### config.mk
export PLATFORM = sky130hd
export DESIGN_NAME = instr_fetch_unit_flat
export DESIGN_NICKNAME = d
export VERILOG_FILES = /design/src/rtl/instr_fetch_unit_if.sv /design/src/rtl/instr_fetch_unit.sv /design/src/flat_wrapper.sv
export SDC_FILE = /design/constraint.sdc
export NUM_CORES = 1
export LEC_CHECK = 0
export CAP_MARGIN = 25
export CELL_PAD_IN_SITES_DETAIL_PLACEMENT = 1
export CELL_PAD_IN_SITES_GLOBAL_PLACEMENT = 1
export CORE_UTILIZATION = 49
export CTS_BUF_LIST = sky130_fd_sc_hd__clkbuf_2 sky130_fd_sc_hd__clkbuf_4 sky130_fd_sc_hd__clkbuf_8
export DETAILED_ROUTE_END_ITERATION = 6
export PLACE_DENSITY = 0.95
export SLEW_MARGIN = 0
export SYNTH_ARGS = -nofsm -noshare
export SYNTH_HDL_FRONTEND = slang
export SYNTH_SLANG_ARGS = --single-unit
### constraint.sdc
create_clock -name clk -period 7.85 [get_ports clk]
set_input_delay 1.1775 -clock clk [delete_from_list [all_inputs] [get_ports clk]]
set_output_delay 1.1775 -clock clk [all_outputs]
set_load 0.01 [all_outputs]
### src/rtl/instr_fetch_unit_if.sv
// Bundle between the fetch unit, the byte-wide instruction memory and the core.
// The fetch unit is the master: it issues memory requests and presents instructions.
interface instr_fetch_unit_if #(
    parameter int ADDR_W = 13
);
    logic              mem_req;
    logic [ADDR_W-1:0] mem_addr;
    logic              mem_ack;
    logic [7:0]        mem_rdata;
    logic              redirect;
    logic [ADDR_W-1:0] redirect_pc;
    logic              inst_valid;
    logic              inst_ready;
    logic [31:0]       inst_data;
    logic [ADDR_W-1:0] inst_pc;
    logic              misalign_err;

    modport master (
        output mem_req, mem_addr, inst_valid, inst_data, inst_pc, misalign_err,
        input  mem_ack, mem_rdata, redirect, redirect_pc, inst_ready
    );

    modport slave (
        input  mem_req, mem_addr, inst_valid, inst_data, inst_pc, misalign_err,
        output mem_ack, mem_rdata, redirect, redirect_pc, inst_ready
    );
endinterface

### src/rtl/instr_fetch_unit.sv
// Byte-serial instruction fetch with a small prefetch FIFO and redirect support.
// State | meaning: IDLE | waiting for FIFO room / no error; FETCH | reading bytes; PUSH | word into FIFO
module instr_fetch_unit #(
    parameter int                 ADDR_W     = 13,
    parameter int                 FIFO_DEPTH = 2,
    parameter logic [ADDR_W-1:0]  RESET_PC   = '0
) (
    input  logic                clk,
    input  logic                rst,
    instr_fetch_unit_if.master  bus
);
    localparam int PTR_W = $clog2(FIFO_DEPTH);
    localparam int CNT_W = PTR_W + 1;

    typedef enum logic [1:0] {IDLE, FETCH, PUSH} state_t;

    state_t            r_state;
    logic [ADDR_W-1:0] r_fetch_pc;
    logic [1:0]        r_byte_idx;
    logic [31:0]       r_word;
    logic              r_misalign;
    logic [31:0]       r_fifo_data [FIFO_DEPTH];
    logic [ADDR_W-1:0] r_fifo_pc   [FIFO_DEPTH];
    logic [PTR_W-1:0]  r_wr_ptr;
    logic [PTR_W-1:0]  r_rd_ptr;
    logic [CNT_W-1:0]  r_count;

    logic              w_push;
    logic              w_pop;
    logic              w_full;
    logic [CNT_W-1:0]  w_count_next;

    assign w_full = (r_count == CNT_W'(FIFO_DEPTH));
    assign w_push = (r_state == PUSH);
    assign w_pop  = (r_count != '0) && bus.inst_ready;

    always_comb begin
        w_count_next = r_count;
        case ({w_push, w_pop})
            2'b10:   w_count_next = r_count + CNT_W'(1);
            2'b01:   w_count_next = r_count - CNT_W'(1);
            default: w_count_next = r_count;
        endcase
    end

    always_ff @(posedge clk) begin
        if (!rst) begin
            r_state    <= IDLE;
            r_fetch_pc <= RESET_PC;
            r_byte_idx <= '0;
            r_word     <= '0;
            r_misalign <= 1'b0;
            r_wr_ptr   <= '0;
            r_rd_ptr   <= '0;
            r_count    <= '0;
            for (int i = 0; i < FIFO_DEPTH; i++) begin
                r_fifo_data[i] <= '0;
                r_fifo_pc[i]   <= '0;
            end
        end else if (bus.redirect) begin
            // Flush wins over any push, pop or memory ack in the same cycle
            r_state    <= IDLE;
            r_fetch_pc <= bus.redirect_pc;
            r_byte_idx <= '0;
            r_word     <= '0;
            r_misalign <= |bus.redirect_pc[1:0];
            r_wr_ptr   <= '0;
            r_rd_ptr   <= '0;
            r_count    <= '0;
        end else begin
            r_count <= w_count_next;
            if (w_pop) begin
                r_rd_ptr <= r_rd_ptr + PTR_W'(1);
            end
            case (r_state)
                IDLE: begin
                    if (!w_full && !r_misalign) begin
                        r_state <= FETCH;
                    end
                end
                FETCH: begin
                    if (bus.mem_ack) begin
                        r_word[{r_byte_idx, 3'b000} +: 8] <= bus.mem_rdata;
                        r_byte_idx <= r_byte_idx + 2'd1;
                        if (r_byte_idx == 2'd3) begin
                            r_state <= PUSH;
                        end
                    end
                end
                PUSH: begin
                    r_fifo_data[r_wr_ptr] <= r_word;
                    r_fifo_pc[r_wr_ptr]   <= r_fetch_pc;
                    r_wr_ptr   <= r_wr_ptr + PTR_W'(1);
                    r_fetch_pc <= r_fetch_pc + ADDR_W'(4);
                    r_byte_idx <= '0;
                    r_state    <= (w_count_next == CNT_W'(FIFO_DEPTH)) ? IDLE : FETCH;
                end
                default: r_state <= IDLE;
            endcase
        end
    end

    assign bus.mem_req      = (r_state == FETCH);
    assign bus.mem_addr     = r_fetch_pc + ADDR_W'(r_byte_idx);
    assign bus.inst_valid   = (r_count != '0);
    assign bus.inst_data    = r_fifo_data[r_rd_ptr];
    assign bus.inst_pc      = r_fifo_pc[r_rd_ptr];
    assign bus.misalign_err = r_misalign;
endmodule

### src/flat_wrapper.sv
// flat-port wrapper written by rule: the top's interface ports become plain ports
module instr_fetch_unit_flat 
#(
    parameter int                 ADDR_W     = 13,
    parameter int                 FIFO_DEPTH = 2,
    parameter logic [ADDR_W-1:0]  RESET_PC   = '0
)
  (clk, rst, bus_mem_req, bus_mem_addr, bus_inst_valid, bus_inst_data, bus_inst_pc, bus_misalign_err, bus_mem_ack, bus_mem_rdata, bus_redirect, bus_redirect_pc, bus_inst_ready);
  instr_fetch_unit_if #(.ADDR_W(ADDR_W)) bus_i ();
  input  logic clk;
  input  logic rst;
  output wire logic [$bits(bus_i.mem_req)-1:0] bus_mem_req;
  output wire logic [$bits(bus_i.mem_addr)-1:0] bus_mem_addr;
  output wire logic [$bits(bus_i.inst_valid)-1:0] bus_inst_valid;
  output wire logic [$bits(bus_i.inst_data)-1:0] bus_inst_data;
  output wire logic [$bits(bus_i.inst_pc)-1:0] bus_inst_pc;
  output wire logic [$bits(bus_i.misalign_err)-1:0] bus_misalign_err;
  input wire logic [$bits(bus_i.mem_ack)-1:0] bus_mem_ack;
  input wire logic [$bits(bus_i.mem_rdata)-1:0] bus_mem_rdata;
  input wire logic [$bits(bus_i.redirect)-1:0] bus_redirect;
  input wire logic [$bits(bus_i.redirect_pc)-1:0] bus_redirect_pc;
  input wire logic [$bits(bus_i.inst_ready)-1:0] bus_inst_ready;
  assign bus_mem_req = bus_i.mem_req;
  assign bus_mem_addr = bus_i.mem_addr;
  assign bus_inst_valid = bus_i.inst_valid;
  assign bus_inst_data = bus_i.inst_data;
  assign bus_inst_pc = bus_i.inst_pc;
  assign bus_misalign_err = bus_i.misalign_err;
  assign bus_i.mem_ack = bus_mem_ack;
  assign bus_i.mem_rdata = bus_mem_rdata;
  assign bus_i.redirect = bus_redirect;
  assign bus_i.redirect_pc = bus_redirect_pc;
  assign bus_i.inst_ready = bus_inst_ready;
  instr_fetch_unit #(.ADDR_W(ADDR_W), .FIFO_DEPTH(FIFO_DEPTH), .RESET_PC(RESET_PC)) u_core (.clk(clk), .rst(rst), .bus(bus_i));
endmodule
[Word level (Yosys, flattened, before mapping)]
Memory sizes are Yosys's and may differ from the RTL's. A register that Yosys moved wholly into a read port is not among the register bits.
Cells that the tools add are included.
Word-level totals
  register bits: 54
  RAM bits: 90
  input bits: 26
  output and inout port bits: 61
  memories kept: 2
Operators by class
  $add $sub $neg: 8
  eq/ne operators: 10
  shift-type cells: 2
  mux-type cells: 26
  bitwise logic cells: 1
  reductions and logical operators: 15
Memory list
  u_core.r_fifo_data: words 2, bits a word 32, read ports 1, clocked after memory_dff 1, wr ports 2, RTL line instr_fetch_unit.sv:22  | logic [31:0] r_fifo_data [FIFO_DEPTH];
  u_core.r_fifo_pc: words 2, bits a word 13, read ports 1, clocked after memory_dff 1, wr ports 2, RTL line instr_fetch_unit.sv:23  | logic [ADDR_W-1:0] r_fifo_pc [FIFO_DEPTH];
Operators with widths (count)
  $mux 13: 3
  $bwmux 32: 1
  $mux 32: 1
  $reduce_or 32->1: 1
  $shift 8x7->32 const A: 1
  $shiftx 8x7->32: 1
  $mux 1: 14
  $add 13x2->13: 1
  $add 13x3->13 const B: 1
  $reduce_or 13->1: 1
  $eq 2x2->1 const B: 5
  $mux 2: 4
  $pmux 2 s2: 2
  $neg 5->7: 1
  $ne 2x1->1 const B: 3
  $pmux 2 s3: 1
  $reduce_bool 2->1: 3
  $add 2x1->2 const B: 2
  $eq 2x1->1 const B: 2
  $reduce_and 2->1: 2
  $reduce_or 2->1: 2
  $reduce_and 3->1: 1
  $add 1x1->1 const B: 2
  $logic_and 1x1->1: 2
  other kinds (4): 5

[Longest topological paths before layout]
  word-level depth: 7
  mapped depth: 6
  mapped depth without buffers: 5

[Worst setup path before layout]
Ideal clock, no wire load.
  path type: input to register
  start point: input port bus_redirect
  end point: memory u_core.r_fifo_data[0][0] (enable)
  setup time: 0.410 ns
  data arrival time: 3.011 ns
  data required time: 7.440 ns
  path slack: 4.430 ns
  stages: 5
  buffers on the path: 2
  path through: clkbuf_1 nand2b_1 buf_2 nor3_4 nand2b_1
RTL lines
  from (decl): RTL line flat_wrapper.sv:20  | input wire logic [$bits(bus_i.redirect)-1:0] bus_redirect;
  to (decl): RTL line instr_fetch_unit.sv:22

[Final worst setup path]
  start point: register u_core.r_byte_idx[0]
  end point: output port bus_mem_addr[10]
Between the ends
  longest elaborated chain between the ends: 1
Ends and longest elaborated chain
  from (decl): RTL line instr_fetch_unit.sv:19  | logic [1:0] r_byte_idx;
  from (signal assigned): RTL line instr_fetch_unit.sv:84  | r_byte_idx <= r_byte_idx + 2'd1;
  $add 13x2->13: RTL line instr_fetch_unit.sv:104  | assign bus.mem_addr = r_fetch_pc + ADDR_W'(r_byte_idx);
  to (decl): RTL line flat_wrapper.sv:13  | output wire logic [$bits(bus_i.mem_addr)-1:0] bus_mem_addr;
No other way between the ends.

==> impl_metrics.yaml <==
timing:
  tightest_slew_ns: 0.789
  finalSetupViolations: 0
  period_minus_slack_ns: 3.99
  fin_crit_sh_pct: 50.9
  fin_skew_ns: 0.0196
  hold_viol: 0
  rsz0062_at_grt: "false"
  finalSetupTns_ns: 0
  maxClockFrequency_mhz: 251
  slew_headroom_pct: 47.2
  final-max-slew-violation-count: 0
  worst_slack_ns: 3.86
clock_network:
  root_buffer: "clkbuf_8"
  ctsResizeCount: 0
  numCtsBuffers: 17
  clkLatencyLatePin_ns: 0.46
  cts_hold_buf: 0
  clock-sinks: 145
  cts.path.max_buffers: 2
  cts_tree: "built"
  ctsHtreeMaxLevel: 4
  clk_transition_reported_paths_ns: 0.09
  postCtsSetupRepairBufs: 0
final_layout:
  finalInstanceArea_um2: 7990
  antennaDiodeCount: 0
  fillCellCount: 1344
  nets: 676
  layout-drive-gt1-share_pct: 14.6
  area_growth_pct: 20.9
logic_synthesis:
  yosys_warnings: 0
  synthAdderAreaFrac_pct: 2.19
  synth-xor-area-share_pct: 2.38
  synth_edf_count: 90
  synthesis.area_um2: 6610
  synth-compound-area-share_pct: 5.94
  ys_top_cells_by_area: "edfxtp_1 (41%), dfxtp_1 (17%), and2_1 (8.3%), mux2_2 (7.8%), nand3_1 (3.0%)"
  synthesis.nets: 602
  yosysSeqAreaShare_pct: 57.5
  yosys.area.top_type: "edfxtp_1"
  syn_inst: 565
  synthMuxAreaShare_pct: 8.13
  synth_ff_type: "edfxtp_1"
  synthSimpleGateAreaFrac_pct: 20.9
  async_flop_share_pct: 0
  yosysUniqueCellTypes: 52
  synth_top_family_by_area: "simple AND/OR/NAND/NOR gates"
  avgSynthCellArea_um2: 11.7
  synth.top_cell.area_share_pct: 40.9
  synth.ff_latch_count: 145
global_route:
  grt_pass1_vias: 4956
  overflow: 0
  grt_pass1_wl_um: 26800
  antenna_found_initial: 0
  grt_use_total_pct: 25.1
  grt_max_degree: 46
setup_path:
  cp.required_ns: 6.67
  max_stage_delay_ns: 0.65
  cp_cell_sequence: "ha_1, fa_1, nand2_1, nor3_1, xor2_1, clkdlybuf4s50_1"
  startpoint: "u_core.r_byte_idx[0]$_SDFFE_PP0P_"
  crit_end: "bus_mem_addr[10]"
  r2r_cells: 4
  endpoint_kind: "output pin"
  cp.depth: 6
  worstReg2RegStart: "u_core.r_state[1]$_SDFFE_PP0P_"
  path_max_fanout: 10
  cp.buffers_inverters: 1
  critPathKind: "reg2out"
  start_kind: "flip-flop"
  reg2reg_to: "u_core.r_fifo_data[1][6]$_SDFFCE_PN0P_"
  critPathTopFamily: "flip-flops"
  crit_slowest_cell: "dfxtp_1"
  reg2reg_slack_ns: 5.31
  critPathArrivalTime_ns: 2.81
drt:
  wire_per_inst_um: 20.4
  drt-total-wl_um: 16900
  wl_met1_um: 6740
  drc: 0
  vias: 4611
  first_pass_iters: 4
  wl_met3_um: 590
  drt_iter0_markers: 251
  topRoutingLayerUsed: "met4"
  ant_nets: 0
  route.met2.wl_um: 9220
  vias_per_cell: 5.57
pwr:
  p_leak_nw: 2.87
  powerDensity_nw_per_um2: 189
  ir_drop_mv: 0.0898
floorplan:
  die_x_um: 118
  fp.dieH_um: 118
  rows: 42
  initial_core_util_pct: 50.1
  ios: 87
  die_area_um2: 14000
  core_um2: 13200
min_path:
  hold_path.class: "reg2reg"
  min_path_cells: 2
  hold_path_startpoint: "u_core.r_word[18]$_SDFFE_PP0P_"
placement:
  dp_hpwl_um: 11300
  gp_congestion: 0.819
  port_buffers: 86
  pre_cts_ws_ns: 4.03
  placed_area_um2: 7590
outcome:
  outcome: "finished, final reports clean"
flow_run:
  cap_violations: 0
## flip-flops by register name (all words and copies together) (netlist names), named ones only
register,cells
u_core.r_fifo_data,64
u_core.r_word,32
u_core.r_fifo_pc,26
u_core.r_fetch_pc,13
u_core.r_byte_idx,2
u_core.r_count,2
u_core.r_state,2
u_core.bus.misalign_err,1
u_core.r_rd_ptr,1
u_core.r_wr_ptr,1
## report_power, final
group	switching, mW	internal (mW)	leakage [nW]	total [mW]
registers	0.0182	0.827	1.38	0.845
clock network	0.303	0.257	0.181	0.560
logic	0.0524	0.0544	1.31	0.107
total	0.373	1.14	2.87	1.51
## per-layer routing
| layer | GRT usage (%) | up-vias |
|---|---|---|
| met1 | 28.7 | 2298 |
| met5 | 0 | - |
| met2 | 46.3 | 117 |
| met4 | 9.78 | 0 |
| li1 | - | 2171 |
| met3 | 4.49 | 25 |
## cell usage in the layout (no fill, tap or decap), drive strengths merged, types with 3 or more instances in the layout
cell type,netlist,final
edfxtp,90,90
and2,88,88
clkdlybuf4s50,0,86
dfxtp,55,55
mux2,46,46
nand3,40,40
nand2,39,39
a21oi,38,38
clkbuf,15,18
o21ai,12,12
xor2,10,10
ha,10,10
inv,6,10
nor2,9,9
nand2b,9,9
xnor2,8,8
nor3,7,7
clkinv,0,6
buf,22,6
a31oi,5,5
nand4b,5,5
or3,4,4
and4b,4,4
nor2b,4,4
or4,4,4
nor4,4,4
and3b,3,3
nor3b,3,3
clkinvlp,0,3
## cell families after synthesis
group           count (synthesis)
simple gates                  232
compound gates                 68
buf+inv                        43
xor+xnor                       18
fa+ha+maj                      11
mux                            48
flops                         145
## final cells by class
type	instances	area [um2]	area share [%]
clock buffer	18	241	3.02
inverter	6	22.5	0.282
sequential	145	3800	47.6
clock inverter	14	131	1.64
multi-input combinational	377	2620	32.8
timing repair buffer	92	951	11.9
tap	176	220	2.75
## worst register-to-register path, stage by stage, from the launching register on
cell and delay [ns]:
dfxtp_1 0.67, nand2b_1 0.49, nor3_4 0.33, nand2b_2 0.43, buf_12 0.28
## through the flow
stage	hold WS (ns)	total power [mW]	instances	util [%]
2_1_floorplan	0.436	0.906	565	-
3_3_place_gp	0.443	0.959	793	57.3
3_5_place_dp	0.461	0.968	795	57.6
4_1_cts	0.480	1.52	827	60.4
5_1_grt	0.490	1.56	828	60.6
6_report	0.473	1.51	828	60.6
## worst min path at each step
stage | endpoint | slack [ns]
global placement | u_core.r_word[29]$_SDFFE_PP0P_ | 0.44
global route | u_core.r_word[14]$_SDFFE_PP0P_ | 0.49
finish | u_core.r_word[18]$_SDFFE_PP0P_ | 0.47
floorplan | u_core.r_word[0]$_SDFFE_PP0P_ | 0.44
detailed placement | u_core.r_word[29]$_SDFFE_PP0P_ | 0.46
CTS | u_core.r_word[13]$_SDFFE_PP0P_ | 0.48
## synthesized netlist by cell type, types with 2 or more instances
cell type	instances
xor2_1	10
a21oi_1	38
nor3b_2	3
inv_1	6
o211a_1	2
dfxtp_1	55
clkbuf_2	2
buf_2	20
or3_1	4
nor3_4	2
nand4b_1	4
nor2_1	9
o21ai_0	12
mux2_2	46
and4b_1	4
o21a_1	2
xnor2_1	8
or4_1	4
a31oi_1	5
clkbuf_1	13
edfxtp_1	90
nand2b_1	9
mux2i_1	2
nand2_1	39
nor4_1	4
nor3_1	5
and3b_1	3
nand3_1	40
nor2b_1	4
ha_1	10
and2_1	88
o31ai_1	2
Note: power is estimated with default switching activity, not from simulation.
